**config.mk**
```make
export PLATFORM = sky130hd
export DESIGN_NAME = cpm_reg_slave
export DESIGN_NICKNAME = d
export VERILOG_FILES = /design/src/rtl/cpm_reg_pkg.sv /design/src/rtl/cpm_event_counter.sv /design/src/rtl/cpm_reg_slave.sv
export SDC_FILE = /design/constraint.sdc
export NUM_CORES = 1
export LEC_CHECK = 0
export ABC_AREA = 1
export BUFFER_PORTS_ARGS = -buffer_cell sky130_fd_sc_hd__clkbuf_2
export CAP_MARGIN = 5
export CORE_MARGIN = 1.5
export CORE_UTILIZATION = 49
export CTS_BUF_LIST = sky130_fd_sc_hd__clkbuf_8
export CTS_CLUSTER_SIZE = 10
export DETAILED_ROUTE_END_ITERATION = 8
export GPL_TIMING_DRIVEN = 0
export HOLD_SLACK_MARGIN = 0.03
export PLACE_DENSITY = 0.68
export RECOVER_POWER = 25
export SLEW_MARGIN = 20
export SYNTH_ARGS = -nofsm -noshare
export SYNTH_HDL_FRONTEND = slang
export SYNTH_SLANG_ARGS = --single-unit
export TNS_END_PERCENT = 30
```
**constraint.sdc**
```tcl
create_clock -name clk -period 3.53 [get_ports clk]
set_clock_uncertainty 0.1 [all_clocks]
set_input_delay 0.353 -clock clk [delete_from_list [all_inputs] [get_ports clk]]
set_output_delay 0.353 -clock clk [all_outputs]
set_load 0.02 [all_outputs]
```
**src/rtl/cpm_reg_pkg.sv**
```systemverilog
// cpm_reg_pkg
// Shared constants for the CPM register slave: register byte addresses,
// reset values of the configuration fields, the upper limit on inserted
// wait states, and the bus-handshake FSM state encoding.
package cpm_reg_pkg;

  // Register byte addresses (all word aligned)
  localparam logic [7:0] ADDR_CTRL     = 8'h00;
  localparam logic [7:0] ADDR_DROP_CFG = 8'h04;
  localparam logic [7:0] ADDR_IN_CNT   = 8'h08;
  localparam logic [7:0] ADDR_OUT_CNT  = 8'h0C;
  localparam logic [7:0] ADDR_DROP_CNT = 8'h10;
  localparam logic [7:0] ADDR_STATUS   = 8'h14;
  localparam logic [7:0] ADDR_CNT_CLR  = 8'h18;

  // Reset values of the writable fields
  localparam logic       CTRL_ENABLE_RST = 1'b0;
  localparam logic [3:0] CTRL_MODE_RST   = 4'h0;
  localparam logic [3:0] DROP_CFG_RST    = 4'hF;

  // Largest supported number of inserted wait states
  localparam int unsigned WAIT_STATES_MAX = 7;

  // Bus handshake FSM states
  typedef enum logic [1:0] {
    IDLE = 2'd0,
    WAIT = 2'd1,
    RESP = 2'd2
  } state_t;

endpackage

```
**src/rtl/cpm_event_counter.sv**
```systemverilog
// cpm_event_counter
// 32-bit free-running event counter that wraps to zero after 0xFFFFFFFF.
// Ports:
//   clk   - system clock
//   rst   - synchronous active-high reset, clears the count
//   inc   - add one to the count on this cycle
//   clr   - clear the count on this cycle (takes priority over inc)
//   count - current counter value
module cpm_event_counter (
  input  logic        clk,
  input  logic        rst,
  input  logic        inc,
  input  logic        clr,
  output logic [31:0] count
);

  logic [31:0] value;

  // Clear beats a coincident increment so a software clear always lands on 0
  always_ff @(posedge clk) begin
    if (rst) begin
      value <= '0;
    end else if (clr) begin
      value <= '0;
    end else if (inc) begin
      value <= value + 32'd1;
    end
  end

  assign count = value;

endmodule

```
**src/rtl/cpm_reg_slave.sv**
```systemverilog
// cpm_reg_slave
// Register-bus slave holding packet-path configuration, three event counters
// and a sticky address-error flag. Each request is accepted in IDLE, padded
// by WAIT_STATES idle cycles, and completed with a single-cycle gnt pulse.
// Ports:
//   clk, rst          - clock and synchronous active-high reset
//   req, write_en     - request strobe and direction (1 = write)
//   addr, wdata       - byte address and write data
//   gnt, rdata        - completion pulse and read data (0 while gnt=0)
//   cnt_*_inc         - event pulses counted by IN/OUT/DROP counters
//   cfg_enable        - CTRL[0]
//   cfg_mode          - CTRL[7:4]
//   cfg_drop_opcode   - DROP_CFG[3:0]
module cpm_reg_slave
  import cpm_reg_pkg::*;
#(
  parameter int unsigned WAIT_STATES = 1
) (
  input  logic        clk,
  input  logic        rst,
  input  logic        req,
  input  logic        write_en,
  input  logic [7:0]  addr,
  input  logic [31:0] wdata,
  output logic        gnt,
  output logic [31:0] rdata,
  input  logic        cnt_in_inc,
  input  logic        cnt_out_inc,
  input  logic        cnt_drop_inc,
  output logic        cfg_enable,
  output logic [3:0]  cfg_mode,
  output logic [3:0]  cfg_drop_opcode
);

  // Out-of-range parameter values are clamped to the supported maximum
  localparam int unsigned WS_EFF =
    (WAIT_STATES > WAIT_STATES_MAX) ? WAIT_STATES_MAX : WAIT_STATES;
  localparam logic [2:0] WAIT_LAST = (WS_EFF == 0) ? 3'd0 : 3'(WS_EFF - 1);

  state_t      state;
  state_t      next_state;
  logic [2:0]  wait_cnt;

  logic        lat_we;
  logic [7:0]  lat_addr;
  logic [31:0] lat_wdata;

  logic        acc_we;
  logic [7:0]  acc_addr;
  logic [31:0] acc_wdata;
  logic        resp_entry;

  logic        ctrl_enable;
  logic [3:0]  ctrl_mode;
  logic [3:0]  drop_cfg;
  logic        addr_err;

  logic        addr_hit;
  logic [31:0] read_value;
  logic        wr_ctrl;
  logic        wr_drop_cfg;
  logic        status_w1c;
  logic        cnt_clr;
  logic        err_set;

  logic [31:0] in_count;
  logic [31:0] out_count;
  logic [31:0] drop_count;

  logic        unused_wdata;

  // State register and the per-wait-cycle counter
  always_ff @(posedge clk) begin
    if (rst) begin
      state    <= IDLE;
      wait_cnt <= '0;
    end else begin
      state <= next_state;
      if (state == WAIT) begin
        wait_cnt <= wait_cnt + 3'd1;
      end else begin
        wait_cnt <= '0;
      end
    end
  end

  // Next-state logic; RESP always lasts one cycle and returns to IDLE
  always_comb begin
    next_state = state;
    case (state)
      IDLE: begin
        if (req) begin
          next_state = (WS_EFF == 0) ? RESP : WAIT;
        end
      end
      WAIT: begin
        if (wait_cnt == WAIT_LAST) begin
          next_state = RESP;
        end
      end
      RESP:    next_state = IDLE;
      default: next_state = IDLE;
    endcase
  end

  // With zero wait states the acceptance edge is also the completion edge,
  // so the live bus fields are used directly instead of the latched copies
  assign acc_we     = (state == IDLE) ? write_en : lat_we;
  assign acc_addr   = (state == IDLE) ? addr     : lat_addr;
  assign acc_wdata  = (state == IDLE) ? wdata    : lat_wdata;
  assign resp_entry = (next_state == RESP) && (state != RESP);

  assign unused_wdata = ^acc_wdata[31:8];

  // Address decode: only exact word-aligned register addresses hit
  always_comb begin
    addr_hit = 1'b0;
    case (acc_addr)
      ADDR_CTRL, ADDR_DROP_CFG, ADDR_IN_CNT, ADDR_OUT_CNT,
      ADDR_DROP_CNT, ADDR_STATUS, ADDR_CNT_CLR: addr_hit = 1'b1;
      default:                                  addr_hit = 1'b0;
    endcase
  end

  // Read mux; writes, CNT_CLR and unmapped addresses all return 0
  always_comb begin
    read_value = '0;
    if (!acc_we) begin
      case (acc_addr)
        ADDR_CTRL:     read_value = {24'd0, ctrl_mode, 3'd0, ctrl_enable};
        ADDR_DROP_CFG: read_value = {28'd0, drop_cfg};
        ADDR_IN_CNT:   read_value = in_count;
        ADDR_OUT_CNT:  read_value = out_count;
        ADDR_DROP_CNT: read_value = drop_count;
        ADDR_STATUS:   read_value = {31'd0, addr_err};
        default:       read_value = '0;
      endcase
    end
  end

  // Side effects all happen on the edge that enters RESP
  assign wr_ctrl     = resp_entry && acc_we && (acc_addr == ADDR_CTRL);
  assign wr_drop_cfg = resp_entry && acc_we && (acc_addr == ADDR_DROP_CFG);
  assign status_w1c  = resp_entry && acc_we && (acc_addr == ADDR_STATUS) && acc_wdata[0];
  assign cnt_clr     = resp_entry && acc_we && (acc_addr == ADDR_CNT_CLR) && acc_wdata[0];
  assign err_set     = resp_entry && !addr_hit;

  // Request latch, response outputs and the configuration registers
  always_ff @(posedge clk) begin
    if (rst) begin
      lat_we      <= 1'b0;
      lat_addr    <= '0;
      lat_wdata   <= '0;
      gnt         <= 1'b0;
      rdata       <= '0;
      ctrl_enable <= CTRL_ENABLE_RST;
      ctrl_mode   <= CTRL_MODE_RST;
      drop_cfg    <= DROP_CFG_RST;
      addr_err    <= 1'b0;
    end else begin
      if ((state == IDLE) && req) begin
        lat_we    <= write_en;
        lat_addr  <= addr;
        lat_wdata <= wdata;
      end
      gnt   <= resp_entry;
      rdata <= resp_entry ? read_value : 32'd0;
      if (wr_ctrl) begin
        ctrl_enable <= acc_wdata[0];
        ctrl_mode   <= acc_wdata[7:4];
      end
      if (wr_drop_cfg) begin
        drop_cfg <= acc_wdata[3:0];
      end
      // A new error outranks a simultaneous clear
      if (err_set) begin
        addr_err <= 1'b1;
      end else if (status_w1c) begin
        addr_err <= 1'b0;
      end
    end
  end

  cpm_event_counter u_in_cnt (
    .clk   (clk),
    .rst   (rst),
    .inc   (cnt_in_inc),
    .clr   (cnt_clr),
    .count (in_count)
  );

  cpm_event_counter u_out_cnt (
    .clk   (clk),
    .rst   (rst),
    .inc   (cnt_out_inc),
    .clr   (cnt_clr),
    .count (out_count)
  );

  cpm_event_counter u_drop_cnt (
    .clk   (clk),
    .rst   (rst),
    .inc   (cnt_drop_inc),
    .clr   (cnt_clr),
    .count (drop_count)
  );

  assign cfg_enable      = ctrl_enable;
  assign cfg_mode        = ctrl_mode;
  assign cfg_drop_opcode = drop_cfg;

endmodule

```
# [Word level (Yosys, flattened, before mapping)]
# Cells that the tools add are included.
[op_classes] addsub=4 eq_ne=9 mux=10 n_bitwise=2 n_reduce_logical=19
[ops] cell="case mux 32 bit (6 select lines)" count=1
[ops] cell="adder 32 x 1 -> 32 bit, second input constant" count=3
[ops] cell="== test 8 x 5 -> 1 bit, second input constant" count=3
[ops] cell="== test 8 x 4 -> 1 bit, second input constant" count=2
[ops] cell="2-to-1 mux 8 bit" count=2
[ops] cell="logical AND 1 bit" count=10
[ops] cell="== test 8 x 3 -> 1 bit, second input constant" count=1
[ops] cell="logical NOT 8 bit" count=1
[ops] cell="OR reduction 7 bit" count=1
[ops] cell="2-to-1 mux 1 bit" count=4
[ops] cell="2-to-1 mux 2 bit" count=2
[ops] cell="case mux 2 bit (2 select lines)" count=1
[ops] cell="OR reduction 2 bit" count=2
[ops] cell="adder 3 x 1 -> 3 bit, second input constant" count=1
[ops] cell="logical NOT 3 bit" count=1
[ops] cell="OR reduction 3 bit" count=1
[ops] cell="== test 2 x 1 -> 1 bit, second input constant" count=1
[ops] cell="== test 2 bit, second input constant" count=1
[ops] cell="logical NOT 2 bit" count=1
[ops] cell="inequality test 2 bit, second input constant" count=1
[ops] cell="NOT 1 bit" count=2
[ops] cell="nonzero test 2 bit" count=1
[ops] cell="logical NOT 1 bit" count=1
[word_totals] ff_bits=161 inputBits=47 output_inout_bits=42 wordCells=58

# [Logic depth before layout (Yosys ltp)]
[logic_depth] ltp_word=10 depth_mapped=13 depth_no_buf=11

# [Cells and area by module]
# Synthesis repeated with hierarchy kept, for this count alone.
[unflattened] hier_cells=1321 hier_area_um2=8719.6
[modules_own_cells] mod="cpm_event_counter" n_inst=3 cells_per_inst=284 area_per_inst_um2=1840.5 seq_area_each_um2=640.6
[modules_own_cells] mod="cpm_reg_slave" n_inst=1 cells_per_inst=469 area_per_inst_um2=3198.1 seq_area_each_um2=1301.2

# [Worst setup path before layout]
# OpenSTA, ideal clock, no wires.
[synth_path] path_type="flip-flop to flip-flop" from="reg u_drop_cnt.value[0], in the netlist u_drop_cnt.count[0]" to="reg u_drop_cnt.value[28], in the netlist u_drop_cnt.count[28]" setup_time_ns=0.119 t_arrival_ns=1.464 required_time_ns=3.311 setup_slack_ns=1.847 stages_incl_launch_ff=9 path_buffers=0 synth_period_minus_slack_ns=1.683 cell_sequence="dfxtp_1 -> ha_1 -> nand2_1 -> nor2_1 -> nand3_1 -> nor2_1 -> nand2_1 -> nor3b_1 -> nor2_1"
[synth_via] elab_chain_len=1
[synth_lines] element="from (decl)" line="cpm_event_counter.sv:17" source="logic [31:0] value;"
[synth_lines] element="from (signal assigned)" line="cpm_event_counter.sv:26" source="value <= value + 32'd1;"
[synth_lines] element="adder 32 x 1 -> 32 bit" line="cpm_event_counter.sv:26"
# Every way passes these cells.
# A chain may end at the register's enable or synchronous reset.

# [Worst setup path in the final report]
[layout_path] from="reg state[0]" to="reg rdata[1]"
[layout_via] elab_chain_len=6 elab_cells_between_ends=19 classes_between="eq/ne: 8; mux: 6; bitwise: 1; reduce/logical: 4"
[layout_lines] element="from (decl)" line="cpm_reg_slave.sv:40" source="state_t state;"
[layout_lines] element="from (signal assigned)" line="cpm_reg_slave.sv:78" source="state <= next_state;"
[layout_lines] element="== test 2 x 1 -> 1 bit, or another cell as far along" line="cpm_reg_slave.sv:90" source="case (state)"
[layout_lines] element="case mux 2 bit (2 select lines)" line="cpm_reg_slave.sv:90"
[layout_lines] element="== test 2 bit" line="cpm_reg_slave.sv:111" source="assign resp_entry = (next_state == RESP) && (state != RESP);"
[layout_lines] element="logical AND 1 bit" line="cpm_reg_slave.sv:111"
[layout_lines] element="NOT 1 bit (no source line)"
[layout_lines] element="OR reduction 3 bit (no source line)"
[layout_lines] element="to (signal assigned)" line="cpm_reg_slave.sv:167" source="rdata <= resp_entry ? read_value : 32'd0;"
[layout_lines] element="to (decl)" line="cpm_reg_slave.sv:26" source="output logic [31:0] rdata,"
# Parallel ways exist; a longest one is shown, timed or not.

==> parameters.txt <==
Parameter                              Value

Synth
  Number of synthesized register bits ... 161
  Simple-gate portion of the synthesized area ... 38.3%
  Cell type contributing the most total cell area after synthesis ... sky130_fd_sc_hd__dfxtp_1
  Share of Yosys cell area claimed by the top area cell type ... 40.3%
  Commonest register cell after synthesis ... sky130_fd_sc_hd__dfxtp_1
  Gate count after technology mapping ... 1164
  Fraction of the mapped netlist area in adder cells ... 0.783%
  XOR/XNOR share of the synthesized area ... 6.58%
  Share of the yosys chip area belonging to registers ... 40.3%
  Biggest area contributors in the synthesized netlist ... sky130_fd_sc_hd__dfxtp_1, sky130_fd_sc_hd__nand2_1, sky130_fd_sc_hd__nor2_1, sky130_fd_sc_hd__inv_1, sky130_fd_sc_hd__nand3_1
  Async SR Flop Fraction ... 0%
  Post-synthesis mux area share ... 0%
  Dominant combinational cell family by area after synthesis ... simple AND/OR/NAND/NOR gates
  Average cell area after synthesis ... 6.86 um^2
  Mapped Area ... 7990 um^2
  Number of nets in the synthesized netlist ... 1216
  Number of flops mapped to enable cells by yosys ... 0
  Ys Warns ... 0
  Synthesized-area fraction occupied by ao, oa, aoi and oai cells ... 5.59%
  Post-synthesis cell type count ... 37

Setup path
  Setup crit end kind ... flip-flop
  RR Endpoint ... rdata[1]
  Kind of start point of the critical path ... flip-flop
  Critical register-to-register path startpoint ... state[0]
  Arrival time worst endpoint ... 2.75 ns
  Worst reg-to-reg path cell count ... 9
  R2R Setup Slk ... 1.09 ns
  Worst setup path class ... flip-flop to flip-flop
  Maximum fanout encountered on the critical timing path ... 10
  Required time reported for the critical path endpoint ... 3.83 ns

Floorplan
  Height of the die ... 131 um
  Placeable Area ... 15900 um^2
  I/O pin count ... 89
  Die width ... 131 um
  Initial core utilization ... 50.3%
  Die area ... 17100 um^2
  Site row count ... 46

Hold path
  Kind of path behind the tightest hold check ... input pin to flip-flop
  Hold path endpoint ... lat_wdata[2]
  Hold Path Stages ... 3
  Worst Min Path Start ... wdata[2]

Clocking
  Post-CTS setup buffer count ... 0
  Hold buffer count at cts ... 5
  Clock transition at the registers of the reported paths ... 0.09 ns
  Cells resized by post-CTS repair ... 0
  Number of buffers added by the clock tree synthesis step ... 17
  CTS HTree Levels ... 4
  Insertion delay of the later-clocked pin in the worst-skew pair ... 0.47 ns
  Clk sink count ... 161
  Root buffer cell ... sky130_fd_sc_hd__clkbuf_8
  Maximum clock path buffer count ... 2
  CTS tree ... yes

STA
  Post-layout minimum cycle time ... 2.44 ns
  Fraction of the cycle the final worst path needs ... 69.2%
  Max Clk Rate ... 0.409 GHz
  Pin slew with the least headroom to its limit ... 0.531 ns
  Setup repair after global routing missed its margin ... no
  Post-Route Setup TNS ... 0 ns
  Total count of hold-check failures in the final report ... 0
  Max transition margin ... 64.3%
  Final number of max-transition violations ... 0
  Final setup violating endpoints ... 0

Cells and area
  Most frequent standard cell in the layout excluding fill and tap cells ... sky130_fd_sc_hd__nand2_1
  Commonest non-fill, non-tap cells in the layout ... sky130_fd_sc_hd__nand2_1, sky130_fd_sc_hd__nor2_1, sky130_fd_sc_hd__dfxtp_1
  Area added between synthesis and finish ... 12.8%
  Area taken by multi-input logic gates ... 4090 um^2
  Fill cells ... 1606
  Nets ... 1302
  Area taken by flip-flops and latches ... 3220 um^2
  Antenna cell count ... 0
  Layout cells sized above 1 ... 8.87%

Detailed routing
  Residual antenna-violating net count after detailed routing ... 0
  Final routed DRC violation total ... 0
  Vias/cell ... 5.05
  Number of optimization iterations in the first detailed-route pass ... 5
  Initial DRC Count ... 569
  Total number of vias ... 7464
  Average wire length per cell after detail routing ... 14.7 um
  Total length of routed wires ... 21.7 mm

Global routing
  Maximum number of pins on one net before global-route repair ... 17
  Global-route wire length before repair ... 34.7 mm
  Number of antenna violations at the first check in global routing ... 0
  Vias in the first global route ... 6752
  Total Routing Usage GR ... 26.8%
  Overall overflow remaining after global route ... 0

Placed design
  Placer's final routability congestion estimate ... 0.932
  Half-perimeter wire length after detailed placement ... 16.8 mm
  Number of buffer cells added on primary ports ... 62

Run status
  Run status ... complete, no violations

Power and ir drop
  Static Leakage ... 3.47 nW
  Total power draw ... 3.61 mW
  Power density over cell area ... 401 nW/um^2
  Worst ir drop on vdd ... 0.000333 V

Job
  MaxCap Viol Count ... 0
==> worst max-delay path by stage <==
stage	slack (ns)	to	start
finish	1.09	rdata[1]	state[0]
CTS	1.24	rdata[1]	wait_cnt[0]
floorplan	1.85	u_drop_cnt.count[28]	u_drop_cnt.count[0]
detailed placement	1.28	rdata[1]	wait_cnt[0]
global placement	1.25	rdata[1]	wait_cnt[0]
global route	0.85	rdata[1]	state[0]
==> stage by stage <==
| step | instance area (um^2) | utilization, % | worst slack, ns | hold WS, ns | cells |
|---|---|---|---|---|---|
| 2_1_floorplan | 7990 | - | 1.85 | 0.317 | 1164 |
| 3_3_place_gp | 8570 | 53.9 | 1.25 | 0.330 | 1442 |
| 3_5_place_dp | 8570 | 53.9 | 1.28 | 0.346 | 1442 |
| 4_1_cts | 9070 | 57.1 | 1.24 | 0.0305 | 1479 |
| 5_1_grt | 9010 | 56.7 | 0.854 | 0.0537 | 1479 |
| 6_report | 9010 | 56.7 | 1.09 | 0.0434 | 1479 |
==> Yosys cell counts, types with 2 or more instances <==
| cell type | number |
|---|---|
| sky130_fd_sc_hd__dfxtp_1 | 161 |
| sky130_fd_sc_hd__xnor2_1 | 20 |
| sky130_fd_sc_hd__o211ai_1 | 4 |
| sky130_fd_sc_hd__o21ai_1 | 3 |
| sky130_fd_sc_hd__nor3b_1 | 5 |
| sky130_fd_sc_hd__buf_2 | 13 |
| sky130_fd_sc_hd__xor2_1 | 40 |
| sky130_fd_sc_hd__o21ai_0 | 28 |
| sky130_fd_sc_hd__nor3_2 | 4 |
| sky130_fd_sc_hd__nand3_1 | 75 |
| sky130_fd_sc_hd__nand2_1 | 342 |
| sky130_fd_sc_hd__buf_6 | 10 |
| sky130_fd_sc_hd__nand3b_1 | 7 |
| sky130_fd_sc_hd__or2_0 | 3 |
| sky130_fd_sc_hd__nor2_4 | 3 |
| sky130_fd_sc_hd__nor2_1 | 171 |
| sky130_fd_sc_hd__ha_1 | 5 |
| sky130_fd_sc_hd__clkbuf_1 | 7 |
| sky130_fd_sc_hd__nand3_2 | 2 |
| sky130_fd_sc_hd__nand4_1 | 32 |
| sky130_fd_sc_hd__a21oi_1 | 40 |
| sky130_fd_sc_hd__a211oi_1 | 3 |
| sky130_fd_sc_hd__nor3_1 | 29 |
| sky130_fd_sc_hd__and2_1 | 6 |
| sky130_fd_sc_hd__buf_4 | 5 |
| sky130_fd_sc_hd__nand2_2 | 8 |
| sky130_fd_sc_hd__inv_1 | 110 |
| sky130_fd_sc_hd__o21a_1 | 2 |
| sky130_fd_sc_hd__or2_2 | 6 |
| sky130_fd_sc_hd__nor2_2 | 6 |
| sky130_fd_sc_hd__inv_2 | 4 |
| sky130_fd_sc_hd__nor4_1 | 5 |
==> flip-flops by register name (all words and copies together), names as in the netlist <==
signal / count
rdata: 32
u_drop_cnt.count: 32
u_in_cnt.count: 32
u_out_cnt.count: 32
lat_addr: 8
lat_wdata: 8
cfg_drop_opcode: 4
cfg_mode: 4
wait_cnt: 3
state: 2
addr_err: 1
cfg_enable: 1
gnt: 1
lat_we: 1
==> cell families (layout without fill, tap and decap cells) <==
logic type                 count (synthesis)  after routing
and+or+nand+nor                          706            706
DFF                                      161            161
buffers and inverters                    149            248
AOI/OAI and AO/OA                         83             83
xor gates and xnor gates                  60             60
adders and majority gates                  5              5
==> power by group <==
| group | switching (mW) | internal, mW | total [mW] |
|---|---|---|---|
| Sequential | 0.0176 | 1.84 | 1.86 |
| Combinational | 0.140 | 0.0699 | 0.210 |
| Clock | 0.713 | 0.829 | 1.54 |
==> layout make-up <==
cell class              count  share of cell area [%]
multi-input cells         854                    45.4
flip-flops and latches    161                    35.8
inverters                 114                    4.75
repair buffers             67                    3.40
clock buffers              20                    3.05
well taps                 216                    3.00
plain buffers              35                    2.64
clock inverters            12                    1.99
==> layer usage <==
layer / share of wire, % / vias to the layer above / routed length [um] / GRT usage [%]
met5: 0 / - / 0 / 0
met2: 45 / 195 / 9870 / 43.6
li1: - / 3857 / - / -
met1: 48 / 3383 / 10300 / 36.1
met3: 5.5 / 29 / 1190 / 6.23
met4: 1.5 / 0 / 320 / 6.46
==> worst max-delay path: stages (launching register included) <==
cell                       delay (ns)
sky130_fd_sc_hd__dfxtp_1         0.34
sky130_fd_sc_hd__nor2_1          0.22
sky130_fd_sc_hd__clkbuf_1        0.40
sky130_fd_sc_hd__nand2_2         0.09
sky130_fd_sc_hd__nand2_2         0.15
sky130_fd_sc_hd__nand4_1         0.13
sky130_fd_sc_hd__a21oi_1         0.44
sky130_fd_sc_hd__buf_2           0.32
sky130_fd_sc_hd__inv_1           0.06
sky130_fd_sc_hd__nor2_1          0.12
Note: power is estimated with default switching activity, not from simulation.
